`config.mk`:
```
export PLATFORM = sky130hd
export DESIGN_NAME = decode_stage
export DESIGN_NICKNAME = d
export VERILOG_FILES = /design/src/rtl/decode_pkg.sv /design/src/rtl/decode_comb.sv /design/src/rtl/decode_stage.sv
export SDC_FILE = /design/constraint.sdc
export NUM_CORES = 1
export LEC_CHECK = 0
export BUFFER_PORTS_ARGS = -buffer_cell sky130_fd_sc_hd__buf_4
export CORE_MARGIN = 3
export CORE_UTILIZATION = 45
export CTS_BUF_LIST = sky130_fd_sc_hd__clkbuf_4
export CTS_CLUSTER_DIAMETER = 150
export DETAILED_ROUTE_END_ITERATION = 8
export GPL_ROUTABILITY_DRIVEN = 0
export GPL_TIMING_DRIVEN = 0
export HOLD_SLACK_MARGIN = 0.15
export PLACE_DENSITY = 0.74
export SYNTH_ARGS = -nofsm -noshare
export SYNTH_HDL_FRONTEND = slang
export SYNTH_SLANG_ARGS = --single-unit
```
`constraint.sdc`:
```
create_clock -name clk -period 2.45 [get_ports clk]
set_input_delay 0.49 -clock clk [delete_from_list [all_inputs] [get_ports clk]]
set_output_delay 0.49 -clock clk [all_outputs]
set_load 0.01 [all_outputs]
```
`src/rtl/decode_pkg.sv`:
```
// Shared constants for the RV32I decode stage: opcodes, ALU op codes,
// writeback-select encodings, immediate formats and the immediate builder.
package decode_pkg;

  localparam logic [6:0] OPC_OP     = 7'b0110011;
  localparam logic [6:0] OPC_OP_IMM = 7'b0010011;
  localparam logic [6:0] OPC_LUI    = 7'b0110111;
  localparam logic [6:0] OPC_AUIPC  = 7'b0010111;
  localparam logic [6:0] OPC_LOAD   = 7'b0000011;
  localparam logic [6:0] OPC_STORE  = 7'b0100011;
  localparam logic [6:0] OPC_BRANCH = 7'b1100011;
  localparam logic [6:0] OPC_JAL    = 7'b1101111;
  localparam logic [6:0] OPC_JALR   = 7'b1100111;

  localparam logic [3:0] ALU_ADD  = 4'b0000;
  localparam logic [3:0] ALU_SUB  = 4'b1000;
  localparam logic [3:0] ALU_SLL  = 4'b0001;
  localparam logic [3:0] ALU_SLT  = 4'b0010;
  localparam logic [3:0] ALU_SLTU = 4'b0011;
  localparam logic [3:0] ALU_XOR  = 4'b0100;
  localparam logic [3:0] ALU_SRL  = 4'b0101;
  localparam logic [3:0] ALU_SRA  = 4'b1101;
  localparam logic [3:0] ALU_OR   = 4'b0110;
  localparam logic [3:0] ALU_AND  = 4'b0111;
  localparam logic [3:0] ALU_SRC1 = 4'b1100;

  localparam logic [1:0] WB_ALU = 2'd0;
  localparam logic [1:0] WB_MEM = 2'd1;
  localparam logic [1:0] WB_PC4 = 2'd2;

  typedef enum logic [2:0] {
    IMM_NONE = 3'd0,
    IMM_I    = 3'd1,
    IMM_SH   = 3'd2,
    IMM_S    = 3'd3,
    IMM_B    = 3'd4,
    IMM_U    = 3'd5,
    IMM_J    = 3'd6
  } imm_fmt_e;

  // 32-bit immediate; callers sign-extend to XLEN (shamt is already positive)
  function automatic logic [31:0] imm32(imm_fmt_e fmt, logic [31:0] inst);
    logic [31:0] v;
    case (fmt)
      IMM_I:   v = {{20{inst[31]}}, inst[31:20]};
      IMM_SH:  v = {27'd0, inst[24:20]};
      IMM_S:   v = {{20{inst[31]}}, inst[31:25], inst[11:7]};
      IMM_B:   v = {{20{inst[31]}}, inst[7], inst[30:25], inst[11:8], 1'b0};
      IMM_U:   v = {inst[31:12], 12'd0};
      IMM_J:   v = {{12{inst[31]}}, inst[19:12], inst[20], inst[30:21], 1'b0};
      default: v = 32'd0;
    endcase
    return v;
  endfunction

endpackage

```
`src/rtl/decode_comb.sv`:
```
// Purely combinational RV32I instruction -> control bundle decoder.
// Also reports which source registers the instruction really reads, so the
// stage can limit load-use stalls to true dependencies.
// Optional multiply/divide decode is enabled by defining RV32M_EN.
module decode_comb
  import decode_pkg::*;
#(
  parameter int XLEN  = 32,
  parameter int RF_AW = 5
) (
  input  logic [31:0]      i_inst,
  output logic [3:0]       o_alu_op,
  output logic [XLEN-1:0]  o_imm,
  output logic [RF_AW-1:0] o_rf_ra0,
  output logic [RF_AW-1:0] o_rf_ra1,
  output logic [RF_AW-1:0] o_rf_wa,
  output logic             o_rf_we,
  output logic             o_alu_src0_sel,
  output logic             o_alu_src1_sel,
  output logic             o_mem_re,
  output logic             o_mem_we,
  output logic [2:0]       o_mem_width,
  output logic             o_br_en,
  output logic [2:0]       o_br_type,
  output logic             o_jump,
  output logic [1:0]       o_wb_sel,
  output logic             o_mdu_en,
  output logic [2:0]       o_mdu_op,
  output logic             o_illegal,
  output logic             o_use_ra0,
  output logic             o_use_ra1
);

  logic [6:0] w_opc;
  logic [4:0] w_rd;
  logic [2:0] w_f3;
  logic [4:0] w_rs1;
  logic [4:0] w_rs2;
  logic [6:0] w_f7;

  assign w_opc = i_inst[6:0];
  assign w_rd  = i_inst[11:7];
  assign w_f3  = i_inst[14:12];
  assign w_rs1 = i_inst[19:15];
  assign w_rs2 = i_inst[24:20];
  assign w_f7  = i_inst[31:25];

  imm_fmt_e w_fmt;
  logic     w_wr;
  logic     w_mem_re;
  logic     w_mem_we;
  logic     w_br;
  logic     w_jump;
  logic     w_mdu;
  logic     w_bad;
  logic     w_rf_bad;

  // opcode / funct decode into raw (ungated) control fields
  always_comb begin
    o_alu_op       = ALU_ADD;
    w_fmt          = IMM_NONE;
    o_use_ra0      = 1'b0;
    o_use_ra1      = 1'b0;
    w_wr           = 1'b0;
    o_alu_src0_sel = 1'b1;
    o_alu_src1_sel = 1'b0;
    w_mem_re       = 1'b0;
    w_mem_we       = 1'b0;
    w_br           = 1'b0;
    w_jump         = 1'b0;
    o_wb_sel       = WB_ALU;
    w_mdu          = 1'b0;
    w_bad          = 1'b0;
    case (w_opc)
      OPC_OP: begin
        o_use_ra0      = 1'b1;
        o_use_ra1      = 1'b1;
        w_wr           = 1'b1;
        o_alu_src1_sel = 1'b1;
        o_alu_op       = {i_inst[30], w_f3};
        if (w_f7 == 7'b0000000) begin
          w_bad = 1'b0;
        end else if (w_f7 == 7'b0100000 && (w_f3 == 3'b000 || w_f3 == 3'b101)) begin
          w_bad = 1'b0;
`ifdef RV32M_EN
        end else if (w_f7 == 7'b0000001) begin
          w_mdu = 1'b1;
`endif
        end else begin
          w_bad = 1'b1;
        end
      end
      OPC_OP_IMM: begin
        o_use_ra0 = 1'b1;
        w_wr      = 1'b1;
        if (w_f3 == 3'b001) begin
          w_fmt    = IMM_SH;
          o_alu_op = {i_inst[30], w_f3};
          w_bad    = (w_f7 != 7'b0000000);
        end else if (w_f3 == 3'b101) begin
          w_fmt    = IMM_SH;
          o_alu_op = {i_inst[30], w_f3};
          w_bad    = (w_f7 != 7'b0000000) && (w_f7 != 7'b0100000);
        end else begin
          // bit 30 is immediate data here, not an op modifier
          w_fmt    = IMM_I;
          o_alu_op = {1'b0, w_f3};
        end
      end
      OPC_LUI: begin
        w_wr     = 1'b1;
        w_fmt    = IMM_U;
        o_alu_op = ALU_SRC1;
      end
      OPC_AUIPC: begin
        w_wr           = 1'b1;
        w_fmt          = IMM_U;
        o_alu_src0_sel = 1'b0;
      end
      OPC_LOAD: begin
        o_use_ra0 = 1'b1;
        w_wr      = 1'b1;
        w_fmt     = IMM_I;
        w_mem_re  = 1'b1;
        o_wb_sel  = WB_MEM;
        w_bad     = (w_f3 == 3'b011) || (w_f3 == 3'b110) || (w_f3 == 3'b111);
      end
      OPC_STORE: begin
        o_use_ra0 = 1'b1;
        o_use_ra1 = 1'b1;
        w_fmt     = IMM_S;
        w_mem_we  = 1'b1;
        w_bad     = (w_f3 >= 3'b011);
      end
      OPC_BRANCH: begin
        o_use_ra0      = 1'b1;
        o_use_ra1      = 1'b1;
        w_fmt          = IMM_B;
        o_alu_src0_sel = 1'b0;
        w_br           = 1'b1;
        w_bad          = (w_f3 == 3'b010) || (w_f3 == 3'b011);
      end
      OPC_JAL: begin
        w_wr           = 1'b1;
        w_fmt          = IMM_J;
        o_alu_src0_sel = 1'b0;
        w_jump         = 1'b1;
        o_wb_sel       = WB_PC4;
      end
      OPC_JALR: begin
        o_use_ra0 = 1'b1;
        w_wr      = 1'b1;
        w_fmt     = IMM_I;
        w_jump    = 1'b1;
        o_wb_sel  = WB_PC4;
        w_bad     = (w_f3 != 3'b000);
      end
      default: begin
        w_bad = 1'b1;
      end
    endcase
  end

  // reduced register files reject any referenced index in the upper half
  assign w_rf_bad = (RF_AW < 5) &&
                    ((o_use_ra0 && w_rs1[4]) || (o_use_ra1 && w_rs2[4]) || (w_wr && w_rd[4]));

  assign o_illegal   = w_bad || w_rf_bad;
  assign o_rf_we     = w_wr && (w_rd != 5'd0) && !o_illegal;
  assign o_mem_re    = w_mem_re && !o_illegal;
  assign o_mem_we    = w_mem_we && !o_illegal;
  assign o_br_en     = w_br && !o_illegal;
  assign o_jump      = w_jump && !o_illegal;
  assign o_mdu_en    = w_mdu && !o_illegal;
  assign o_mdu_op    = w_mdu ? w_f3 : 3'd0;
  assign o_mem_width = (w_mem_re || w_mem_we) ? w_f3 : 3'd0;
  assign o_br_type   = w_br ? w_f3 : 3'd0;
  assign o_rf_ra0    = o_use_ra0 ? w_rs1[RF_AW-1:0] : '0;
  assign o_rf_ra1    = o_use_ra1 ? w_rs2[RF_AW-1:0] : '0;
  assign o_rf_wa     = w_wr ? w_rd[RF_AW-1:0] : '0;
  assign o_imm       = XLEN'($signed(imm32(w_fmt, i_inst)));

endmodule

```
`src/rtl/decode_stage.sv`:
```
// Registered RV32I decode stage between IF/ID and EX: valid/ready on both
// sides, flush, single-bubble load-use stall and illegal flagging.
// Optional multiply/divide decode is enabled by defining RV32M_EN
// (otherwise the mdu outputs stay 0 and M encodings are illegal).
module decode_stage
  import decode_pkg::*;
#(
  parameter int XLEN  = 32,
  parameter int RF_AW = 5
) (
  input  logic             clk,
  input  logic             rst,
  input  logic             in_valid,
  output logic             in_ready,
  input  logic [31:0]      in_inst,
  input  logic [XLEN-1:0]  in_pc,
  input  logic             flush,
  output logic             out_valid,
  input  logic             out_ready,
  output logic [XLEN-1:0]  out_pc,
  output logic [3:0]       out_alu_op,
  output logic [XLEN-1:0]  out_imm,
  output logic [RF_AW-1:0] out_rf_ra0,
  output logic [RF_AW-1:0] out_rf_ra1,
  output logic [RF_AW-1:0] out_rf_wa,
  output logic             out_rf_we,
  output logic             out_alu_src0_sel,
  output logic             out_alu_src1_sel,
  output logic             out_mem_re,
  output logic             out_mem_we,
  output logic [2:0]       out_mem_width,
  output logic             out_br_en,
  output logic [2:0]       out_br_type,
  output logic             out_jump,
  output logic [1:0]       out_wb_sel,
  output logic             out_mdu_en,
  output logic [2:0]       out_mdu_op,
  output logic             out_illegal
);

  logic [3:0]       w_alu_op;
  logic [XLEN-1:0]  w_imm;
  logic [RF_AW-1:0] w_ra0;
  logic [RF_AW-1:0] w_ra1;
  logic [RF_AW-1:0] w_wa;
  logic             w_rf_we;
  logic             w_src0_sel;
  logic             w_src1_sel;
  logic             w_mem_re;
  logic             w_mem_we;
  logic [2:0]       w_mem_width;
  logic             w_br_en;
  logic [2:0]       w_br_type;
  logic             w_jump;
  logic [1:0]       w_wb_sel;
  logic             w_mdu_en;
  logic [2:0]       w_mdu_op;
  logic             w_illegal;
  logic             w_use_ra0;
  logic             w_use_ra1;

  decode_comb #(
    .XLEN  (XLEN),
    .RF_AW (RF_AW)
  ) u_decode_comb (
    .i_inst         (in_inst),
    .o_alu_op       (w_alu_op),
    .o_imm          (w_imm),
    .o_rf_ra0       (w_ra0),
    .o_rf_ra1       (w_ra1),
    .o_rf_wa        (w_wa),
    .o_rf_we        (w_rf_we),
    .o_alu_src0_sel (w_src0_sel),
    .o_alu_src1_sel (w_src1_sel),
    .o_mem_re       (w_mem_re),
    .o_mem_we       (w_mem_we),
    .o_mem_width    (w_mem_width),
    .o_br_en        (w_br_en),
    .o_br_type      (w_br_type),
    .o_jump         (w_jump),
    .o_wb_sel       (w_wb_sel),
    .o_mdu_en       (w_mdu_en),
    .o_mdu_op       (w_mdu_op),
    .o_illegal      (w_illegal),
    .o_use_ra0      (w_use_ra0),
    .o_use_ra1      (w_use_ra1)
  );

  logic             r_valid;
  logic [XLEN-1:0]  r_pc;
  logic [3:0]       r_alu_op;
  logic [XLEN-1:0]  r_imm;
  logic [RF_AW-1:0] r_ra0;
  logic [RF_AW-1:0] r_ra1;
  logic [RF_AW-1:0] r_wa;
  logic             r_rf_we;
  logic             r_src0_sel;
  logic             r_src1_sel;
  logic             r_mem_re;
  logic             r_mem_we;
  logic [2:0]       r_mem_width;
  logic             r_br_en;
  logic [2:0]       r_br_type;
  logic             r_jump;
  logic [1:0]       r_wb_sel;
  logic             r_mdu_en;
  logic [2:0]       r_mdu_op;
  logic             r_illegal;
  logic             r_lp;
  logic [RF_AW-1:0] r_lp_rd;

  logic w_hazard;
  logic w_accept;
  logic w_xfer;

  // load-use: the offered instruction reads the rd of a load that just left
  assign w_hazard = r_lp && (r_lp_rd != '0) &&
                    ((w_use_ra0 && (w_ra0 == r_lp_rd)) || (w_use_ra1 && (w_ra1 == r_lp_rd)));
  assign in_ready = !flush && !w_hazard && (!r_valid || out_ready);
  assign w_accept = in_valid && in_ready;
  assign w_xfer   = r_valid && out_ready;

  // output bundle register and load-pending tracker; flush outranks accept
  always_ff @(posedge clk) begin
    if (rst) begin
      r_valid     <= 1'b0;
      r_pc        <= '0;
      r_alu_op    <= '0;
      r_imm       <= '0;
      r_ra0       <= '0;
      r_ra1       <= '0;
      r_wa        <= '0;
      r_rf_we     <= 1'b0;
      r_src0_sel  <= 1'b0;
      r_src1_sel  <= 1'b0;
      r_mem_re    <= 1'b0;
      r_mem_we    <= 1'b0;
      r_mem_width <= '0;
      r_br_en     <= 1'b0;
      r_br_type   <= '0;
      r_jump      <= 1'b0;
      r_wb_sel    <= '0;
      r_mdu_en    <= 1'b0;
      r_mdu_op    <= '0;
      r_illegal   <= 1'b0;
      r_lp        <= 1'b0;
      r_lp_rd     <= '0;
    end else if (flush) begin
      r_valid <= 1'b0;
      r_lp    <= 1'b0;
    end else begin
      r_lp    <= w_xfer && r_mem_re;
      r_lp_rd <= r_wa;
      if (w_accept) begin
        r_valid     <= 1'b1;
        r_pc        <= in_pc;
        r_alu_op    <= w_alu_op;
        r_imm       <= w_imm;
        r_ra0       <= w_ra0;
        r_ra1       <= w_ra1;
        r_wa        <= w_wa;
        r_rf_we     <= w_rf_we;
        r_src0_sel  <= w_src0_sel;
        r_src1_sel  <= w_src1_sel;
        r_mem_re    <= w_mem_re;
        r_mem_we    <= w_mem_we;
        r_mem_width <= w_mem_width;
        r_br_en     <= w_br_en;
        r_br_type   <= w_br_type;
        r_jump      <= w_jump;
        r_wb_sel    <= w_wb_sel;
        r_mdu_en    <= w_mdu_en;
        r_mdu_op    <= w_mdu_op;
        r_illegal   <= w_illegal;
      end else if (out_ready) begin
        r_valid <= 1'b0;
      end
    end
  end

  assign out_valid        = r_valid;
  assign out_pc           = r_pc;
  assign out_alu_op       = r_alu_op;
  assign out_imm          = r_imm;
  assign out_rf_ra0       = r_ra0;
  assign out_rf_ra1       = r_ra1;
  assign out_rf_wa        = r_wa;
  assign out_rf_we        = r_rf_we;
  assign out_alu_src0_sel = r_src0_sel;
  assign out_alu_src1_sel = r_src1_sel;
  assign out_mem_re       = r_mem_re;
  assign out_mem_we       = r_mem_we;
  assign out_mem_width    = r_mem_width;
  assign out_br_en        = r_br_en;
  assign out_br_type      = r_br_type;
  assign out_jump         = r_jump;
  assign out_wb_sel       = r_wb_sel;
  assign out_mdu_en       = r_mdu_en;
  assign out_mdu_op       = r_mdu_op;
  assign out_illegal      = r_illegal;

endmodule

```
; ---- Yosys cells after proc, flatten, opt, wreduce, memory -nomap -nowiden
; Index checks and enable logic that the tools add are counted.
[totals]
reg_bits = 106
out_inout_bits = 105
elab_cells = 121
[classes]
magnitude_cmp = 1
eq_ne = 25
n_mux = 29
n_bitwise = 1
n_reduce_logical = 45
[op_table]
columns = operator, n
row1 = $pmux 32 s6, 1
row2 = $eq 7x6->1 const B, 4
row3 = $eq 7x7->1 const B, 3
row4 = $eq 3x3->1 const B, 6
row5 = $pmux 3 s6, 1
row6 = $logic_and 1x1->1, 17
row7 = $mux 1, 15
row8 = $mux 5, 3
row9 = $eq 7x5->1 const B, 2
row10 = $eq 3x2->1 const B, 4
row11 = $pmux 4 s3, 1
row12 = $eq 5x5->1, 2
row13 = $reduce_bool 5->1, 2
row14 = $mux 3, 3
row15 = $reduce_or 3->1, 3
row16 = $mux 4, 2
row17 = $reduce_or 2->1, 4
row18 = $eq 7x2->1 const B, 1
row19 = $logic_not 7->1, 1
row20 = $logic_or 1x1->1, 7
row21 = $ne 7x6->1 const B, 1
row22 = $pmux 1 s7, 1
row23 = $reduce_bool 7->1, 1
row24 = $reduce_or 7->1, 1
row25 = other kinds (11), 15

; ---- Longest topological paths before layout
; Gate-level depths: netlist of the first run.
[logic_depth]
word_depth = 13
depth_mapped = 8

; ---- Modules after synthesis
; Synthesis of the first run repeated with hierarchy kept, for this count alone.
[hier_totals]
hier_cells = 559
hier_area_um2 = 5272.6
[by_module_without_submodules]
columns = mod, instances, cells_per_inst, area_each_um2
row1 = decode_stage, 1, 389, 4186.5
row2 = decode_comb, 1, 170, 1086.0

; ---- Least setup slack after synthesis of the first run
; Ideal clock, no wire load.
[synth_timing]
path_kind = input to register
startpoint = input in_inst[2]
endpoint = register r_illegal, in the netlist out_illegal
t_arrival_ns = 2.113
t_required_ns = 2.334
path_slack_ns = 0.221
cell_stages = 7
n_path_buf = 2
path_cell_list = and4bb_2 nand3_1 or4_4 and4_1 buf_4 buf_2 o211a_1
[synth_between]
elab_chain_len = 13
[synth_rtl]
columns = item, line_no
row1 = from (decl), decode_stage.sv:15  ; input logic [31:0] in_inst,
row2 = $eq 7x2->1 (tied with other cells), decode_comb.sv:74  ; case (w_opc)
row3 = $reduce_or 6->1 (no line) / $reduce_or 3->1 (equally long branches), n/a
row4 = $mux 1, decode_comb.sv:74
row5 = $mux 5 (on tied branches), "decode_comb.sv:178, decode_comb.sv:179"
row6 = $eq 5x5->1, decode_stage.sv:118  ; ((w_use_ra0 && (w_ra0 == r_lp_rd)) || (w_use_ra1 && (w_ra1 == r_lp_rd)));
row7 = $logic_and 1x1->1, decode_stage.sv:118
row8 = $logic_or 1x1->1, decode_stage.sv:118
row9 = $logic_and 1x1->1, decode_stage.sv:117  ; assign w_hazard = r_lp && (r_lp_rd != '0) &&
row10 = $logic_not 1->1, decode_stage.sv:119  ; assign in_ready = !flush && !w_hazard && (!r_valid || out_ready);
row11 = $logic_and 1x1->1 (2 in series), decode_stage.sv:119
row12 = $logic_and 1x1->1, decode_stage.sv:120  ; assign w_accept = in_valid && in_ready;
row13 = $reduce_and 2->1 (no line), n/a
row14 = to (signal assigned), decode_stage.sv:174  ; r_illegal <= w_illegal;
row15 = to (decl), decode_stage.sv:108  ; logic r_illegal;
; Several ways; a longest one is shown, not always the timed one.
; A chain may end at the register's enable or synchronous reset.

; ---- Final worst setup path of the first run
[layout_timing]
startpoint = register r_lp_rd[2]
endpoint = output in_ready
[layout_between]
elab_chain_len = 7
[layout_rtl]
columns = item, line_no
row1 = from (decl), decode_stage.sv:110  ; logic [RF_AW-1:0] r_lp_rd;
row2 = from (signal assigned), decode_stage.sv:153  ; r_lp_rd <= r_wa;
row3 = $eq 5x5->1, decode_stage.sv:118
row4 = $logic_and 1x1->1, decode_stage.sv:118
row5 = $logic_or 1x1->1, decode_stage.sv:118
row6 = $logic_and 1x1->1 *, decode_stage.sv:117
row7 = $logic_not 1->1 *, decode_stage.sv:119
row8 = $logic_and 1x1->1 * (2 in series), decode_stage.sv:119
row9 = to (decl), decode_stage.sv:14  ; output logic in_ready,
; Mark *: on every way between the ends. The rest lies on a longest branch, timed or not.

==> metrics.cfg, run 1 <==
[grt]
grt_max_degree = 18
overflow = 0
grt_usage_pct = 24.9
grt_pass1_wl_mm = 22.6
antenna_found_initial = 0
grt_pass1_vias = 4469

[timing]
finalHoldViolCount = 0
period_minus_slack_ps = 2470
tightest_slew_ps = 811
setup_ws_ps = -20.6
rsz0062_at_grt = true
slew_headroom_pct = 45.5
setup_viol = 1
final.setup_skew_ps = 12.2
fmax_mhz = 405
finalMaxSlewViolations = 0
timing.final.crit_share_pct = 101

[clock_tree]
ctsHoldBuffers = 0
clk_path_buf_depth = 2
cts_root_buffer = clkbuf_4
cts.sinks = 106
insertion_delay_ps = 440
numCtsBuffers = 9
cts_tree = yes
htreeDepth = 3
path_clk_slew_ps = 160

[logic_synthesis]
synth_common_cells = nand2_1 (112), dfxtp_1 (106), a21oi_1 (72)
synth_flop_cell = dfxtp_1
ys_seq_area_share_pct = 47.0
syn_avg_cell_area_um2 = 8.06
synthTopCellsByArea = dfxtp_1 (47%), nand2_1 (9.3%), a21oi_1 (8.0%)
synth_most_common_cell = nand2_1
netlist_instances = 561
ys_ff_latch = 106
syn_area_um2 = 4520
synth_top_area_share_pct = 47.0
ys_types = 52
synth_edf_count = 0
yosys.area.top_type = dfxtp_1
synthArstFlopShare_pct = 0
yosysWarnings = 0

[worst_setup_path]
cpPeakStageDelay_ps = 510
path_delay_family = simple AND/OR/NAND/NOR gates
crit_arrival_ps = 1980
criticalPathCategory = reg2out
cp-start-kind = register
endpoint_kind = output pin
worst-path-buf-inv = 2
required_ps = 1960
worst_path_max_delay_cell = or4_4
crit_fanout = 4
crit_chain = or4_4 > o21ai_2 > nand4b_1 > nand3_1 > inv_1 > buf_6

[die]
die_area_um2 = 11300
die-width_um = 106
die_h_um = 106
core_um2 = 9500
row_count = 35
start_util_pct = 47.6
io_pins = 174

[finish]
fillCellCount = 864
fin_cells = 879
layout-drive-gt1-share_pct = 30.9
ff_latch_area_um2 = 2130
utilization_pct = 65.3
multiInputGateArea_um2 = 2180
diodes = 0
fin_nets = 814
stdcell_area_um2 = 6200
areaGrowthSynthToFinish_pct = 37.3

[status]
violations = setup timing
status = finished with violations

[power]
ir_worst_vdd_v = 0.000310
p_leak_nw = 2.62
powerDensity_nw_per_um2 = 537

[route]
wl_per_cell_um = 16.4
routed_wl_mm = 14.4
via_per_inst = 5.37
dr_wl_met2_mm = 6.94
drt_drc_violations_left = 0
dr.pass1.iters = 7
ant_nets = 0
vias = 4723
highest_layer = met4
wl_met1_mm = 5.96
drt-initial-drc-count = 401
dr_wl_met3_mm = 1.24

[placement]
hpwl_mm = 11.3
port_buffers = 166
post_dp_cell_area_um2 = 5940
place_inst = 859

[hold_path]
hold_path_class = in2reg

[flow_run]
drv_cap = 0

## cell families after synthesis
logic type,synth area share (%)
simple gates,25.8
mux,1.33
buf+inv,5.76
compound gates,17.9
xor+xnor,2.13
other cells,0.0830
flops,47.0
## tightest hold or removal path, delay by kind of cell
family          cells  cell delay [ps]
buf+inv             1              110
compound gates      1               50
simple gates        1               40
## what timing repair did
action / 4_1_cts / 5_1_grt
buffers inserted: 1 / 3
gates resized for setup: 5 / 18
setup endpoints to repair: 1 / 20
pin swaps: 0 / 2
endpoints found under the hold margin: 0 / 0
## worst paths after layout
path	startpoint	endpoint	slack, ps	depth (start not counted)
max reg2reg	r_lp_rd[2]$_SDFFE_PP0N_	out_imm[2]$_SDFFE_PP0P_	80	8
min reg2reg	out_mem_width[1]$_SDFFE_PP0P_	out_mem_width[1]$_SDFFE_PP0P_	460	2
min	in_pc[23]	out_pc[23]$_SDFFE_PP0P_	260	3
max	r_lp_rd[2]$_SDFFE_PP0N_	in_ready	-20	6
## placed cells by master, fill, tap and decap left out, types with 14 or more instances in the layout
cell,instances
nand3_1,39
buf_4,177
nand2_1,112
nor2_1,39
dfxtp_1,102
clkbuf_1,20
a21oi_1,72
nor3_1,25
a211oi_1,23
buf_2,14
## per-stage QoR
step / setup slack [ps] / setup TNS [ps] / power [mW] / hold slack [ps]
after CTS: 3.02 / 0 / 3.34 / 257
after detailed placement: -176 / -8500 / 2.35 / 445
after global routing: -93.9 / -98.3 / 3.48 / 244
after global placement: -152 / -5140 / 2.34 / 442
final: -20.6 / -20.6 / 3.33 / 263
after floorplan: 221 / 0 / 2.09 / 476
## state kept, by name, indices dropped and copies added (netlist names), 2 cells and up
signal,flops
out_imm,32
out_pc,32
out_rf_ra0,5
out_rf_ra1,5
out_rf_wa,5
r_lp_rd,5
out_alu_op,4
out_br_type,3
out_mem_width,3
out_wb_sel,2
## layout make-up
type	count	share of cell area (%)
Timing Repair Buffer	170	20.6
Clock inverter	6	1.45
Buffer	47	4.15
Tap cell	129	2.60
Clock buffer	10	1.21
Multi-Input combinational cell	405	35.2
Inverter	6	0.363
Sequential cell	106	34.4
## layer usage
layer | track usage, % | vias up
met1 | 31.9 | 2155
met2 | 41.9 | 224
met4 | 8.05 | 0
met5 | 0 | -
met3 | 5.16 | 24
li1 | - | 2320
## power breakdown
group,internal (mW),switching (mW),total [mW]
clock network,0.430,0.574,1.00
logic,0.234,0.285,0.519
registers,1.78,0.0305,1.81
total,2.44,0.889,3.33
Note: power is estimated with default switching activity, not from simulation.
==> run 2: changes to the inputs <==
--- a/config.mk
+++ b/config.mk
@@ -5,6 +5,7 @@
 export SDC_FILE = /design/constraint.sdc
 export NUM_CORES = 1
 export LEC_CHECK = 0
+export ABC_AREA = 1
 export BUFFER_PORTS_ARGS = -buffer_cell sky130_fd_sc_hd__buf_4
 export CORE_MARGIN = 3
 export CORE_UTILIZATION = 45
@@ -14,7 +15,9 @@
 export GPL_ROUTABILITY_DRIVEN = 0
 export GPL_TIMING_DRIVEN = 0
 export HOLD_SLACK_MARGIN = 0.15
-export PLACE_DENSITY = 0.74
+export MAX_ROUTING_LAYER = met4
+export PLACE_DENSITY = 0.72
 export SYNTH_ARGS = -nofsm -noshare
 export SYNTH_HDL_FRONTEND = slang
 export SYNTH_SLANG_ARGS = --single-unit
+export TNS_END_PERCENT = 5
==> metrics.cfg, run 2 <==
[grt]
grt_pass1_wl_mm = 25.5  ; was 22.6 mm
overflow = 0  ; unchanged
grt_usage_pct = 24.6  ; was 24.9%
grt_max_degree = 17  ; was 18
grt_pass1_vias = 5256  ; was 4,469
antenna_found_initial = 0  ; unchanged

[logic_synthesis]
yosysWarnings = 0  ; unchanged
synthArstFlopShare_pct = 0  ; unchanged
yosys.area.top_type = dfxtp_1  ; unchanged
synth_edf_count = 0  ; unchanged
syn_area_um2 = 5570  ; was 4520 um^2
synth_most_common_cell = nand2_1  ; unchanged
synth_flop_cell = dfxtp_1  ; unchanged
synth_common_cells = nand2_1 (281), nor2_1 (203), inv_1 (173)  ; was nand2_1 (112), dfxtp_1 (106), a21oi_1 (72)
syn_avg_cell_area_um2 = 5.96  ; was 8.06 um^2
ys_types = 31  ; was 52
synth_top_area_share_pct = 38.1  ; was 47.0%
netlist_instances = 936  ; was 561
ys_seq_area_share_pct = 38.1  ; was 47.0%
synthTopCellsByArea = dfxtp_1 (38%), nand2_1 (19%), nor2_1 (14%)  ; was dfxtp_1 (47%), nand2_1 (9.3%), a21oi_1 (8.0%)
ys_ff_latch = 106  ; unchanged

[route]
routed_wl_mm = 16.4  ; was 14.4 mm
drt_drc_violations_left = 0  ; unchanged
via_per_inst = 4.56  ; was 5.37
wl_per_cell_um = 12.6  ; was 16.4 um
vias = 5898  ; was 4,723
dr.pass1.iters = 9  ; was 7
ant_nets = 0  ; unchanged
drt-initial-drc-count = 486  ; was 401

[worst_setup_path]
criticalPathCategory = in2out  ; was reg2out
cpPeakStageDelay_ps = 210  ; was 510 ps
required_ps = 1960  ; about the same
worst_path_max_delay_cell = nor2_4  ; was or4_4
endpoint_kind = output pin  ; unchanged
worst-path-buf-inv = 4  ; was 2
cp-start-kind = primary input  ; was register
crit_arrival_ps = 1840  ; was 1980 ps
path_delay_family = simple AND/OR/NAND/NOR gates  ; unchanged
cp_common_cell = nand2_1
crit_chain = buf_4 > inv_2 > nand2_1 > nor2_4 > nand2_1 > nand2_1 > inv_2 > nand3_2 > nand2_1 > o21ai_2 > a21boi_2 > buf_4  ; was or4_4 > o21ai_2 > nand4b_1 > nand3_1 > inv_1 > buf_6
crit_fanout = 7  ; was 4

[finish]
final_cell_mix = nand2_1 (280), nor2_1 (203), buf_4 (182)  ; was buf_4 (177), nand2_1 (112), dfxtp_1 (102)
ff_latch_area_um2 = 2120  ; was 2130 um^2
stdcell_area_um2 = 7230  ; was 6200 um^2
layout-drive-gt1-share_pct = 20.4  ; was 30.9%
areaGrowthSynthToFinish_pct = 29.7  ; was 37.3%
fillCellCount = 1220  ; was 864
fin_cells = 1294  ; was 879
multiInputGateArea_um2 = 2560  ; was 2180 um^2
fin_nets = 1189  ; was 814
layout_commonest_cell = nand2_1  ; was buf_4

[die]
io_pins = 174  ; unchanged
die-width_um = 117  ; was 106 um
row_count = 40  ; was 35
die_h_um = 117  ; was 106 um
start_util_pct = 46.2  ; was 47.6%
die_area_um2 = 13800  ; was 11,300 um^2
core_um2 = 12100  ; was 9500 um^2

[timing]
fmax_mhz = 429  ; was 405 MHz
final.setup_skew_ps = 20.6  ; was 12.2 ps
setup_viol = 0  ; was 1
setup_ws_ps = 119  ; was -20.6 ps
finalHoldViolCount = 0  ; unchanged
holdWs_ps = 197  ; was 263 ps
timing.final.crit_share_pct = 95.1  ; was 101%
rsz0062_at_grt = false  ; was true
period_minus_slack_ps = 2330  ; was 2470 ps
slew_headroom_pct = 64.0  ; was 45.5%
tightest_slew_ps = 540  ; was 811 ps
finalMaxSlewViolations = 0  ; unchanged

[clock_tree]
cts.sinks = 106  ; unchanged
numCtsBuffers = 9  ; unchanged
cts_tree = yes  ; unchanged
cts_root_buffer = clkbuf_4  ; unchanged
clk_path_buf_depth = 2  ; unchanged
path_clk_slew_ps = 160  ; about the same
insertion_delay_ps = 500  ; was 440 ps
htreeDepth = 3  ; unchanged

[power]
powerDensity_nw_per_um2 = 497  ; was 537 nW/um^2
ir_worst_vdd_v = 0.000295  ; was 0.000310 V
total_power_mw = 3.59  ; was 3.33 mW
p_leak_nw = 4.11  ; was 2.62 nW

[placement]
place_inst = 1275  ; was 859
post_dp_cell_area_um2 = 7060  ; was 5940 um^2
post-place-ws_ps = -131  ; was -176 ps
hpwl_mm = 12.7  ; was 11.3 mm
port_buffers = 168  ; was 166

[hold_path]
hold_path_class = in2reg  ; unchanged

[flow_run]
drv_cap = 0  ; unchanged

[status]
status = finished clean  ; was finished with violations

run 2: changes by cell type after synthesis, sizes merged, moves of 23 or more:
cell,change
nor2,+165
a211oi,-23
nand4,+29
a21oi,-61
inv,+171
nand2,+170
run 2: worst paths after layout:
path,start,endpoint,slack (ps),depth (start not counted)
hold / removal,in_pc[13],out_pc[13]$_SDFFE_PP0P_,200,3
setup reg to reg,r_lp_rd[4]$_SDFFE_PP0N_,out_imm[28]$_SDFFE_PP0P_,410,14
setup / recovery,in_inst[2],in_ready,120,12
hold reg to reg,r_lp_rd[4]$_SDFFE_PP0N_,r_lp_rd[4]$_SDFFE_PP0N_,510,2
run 2: worst min-delay path, delay by kind of cell:
family / cells / cell delay [ps]
simple gates: 2 / 110
buf+inv: 1 / 70
run 2: routing by layer:
layer  vias to the layer above  share of wire (%)  wire, um  GRT usage [%]
met3                        36                6.2      1010           4.06
met2                       208                 45      7300           37.0
met1                      2531                 46      7560           32.9
met5                         -                  0         0              -
met4                         0                2.9       482           9.63
li1                       3123                  -         -              -
run 2: cell type report:
cell class,count,share of cell area (%)
inverter,178,9.24
clock buffer,10,1.04
antenna,1,0.0346
tap,168,2.91
timing repair buffer,170,17.6
sequential,106,29.4
clock inverter,6,0.796
multi-input combinational,609,35.4
buffer,46,3.51
run 2: logic make-up after synthesis:
kind of cell	count (synthesis)	synth area share (%)
other	1	0.0673
buffers and inverters	224	16.5
XOR/XNOR	4	0.628
flip-flops	106	38.1
AO/OA/AOI/OAI	47	4.62
AND/OR/NAND/NOR	554	40.1
run 2: through the flow:
| step | utilization [%] | TNS [ps] |
|---|---|---|
| floorplan | - | 0 |
| global placement | 58.5 | -6250 |
| detailed placement | 58.5 | -5910 |
| CTS | 59.6 | 0 |
| global route | 59.9 | 0 |
| finish | 60.0 | 0 |
run 2: what timing repair did:
item,4_1_cts,5_1_grt
pin swaps,0,6
hold buffers,0,0
setup buffers,0,2
cloned,0,0
resized for setup,2,9
setup endpoints to repair,1,1
run 2: power by group:
part / internal (mW) / switching, mW / leakage (nW)
combinational: 0.359 / 0.449 / 3.17
clock: 0.314 / 0.576 / 0.0675
sequential: 1.83 / 0.0598 / 0.873
total: 2.51 / 1.09 / 4.11
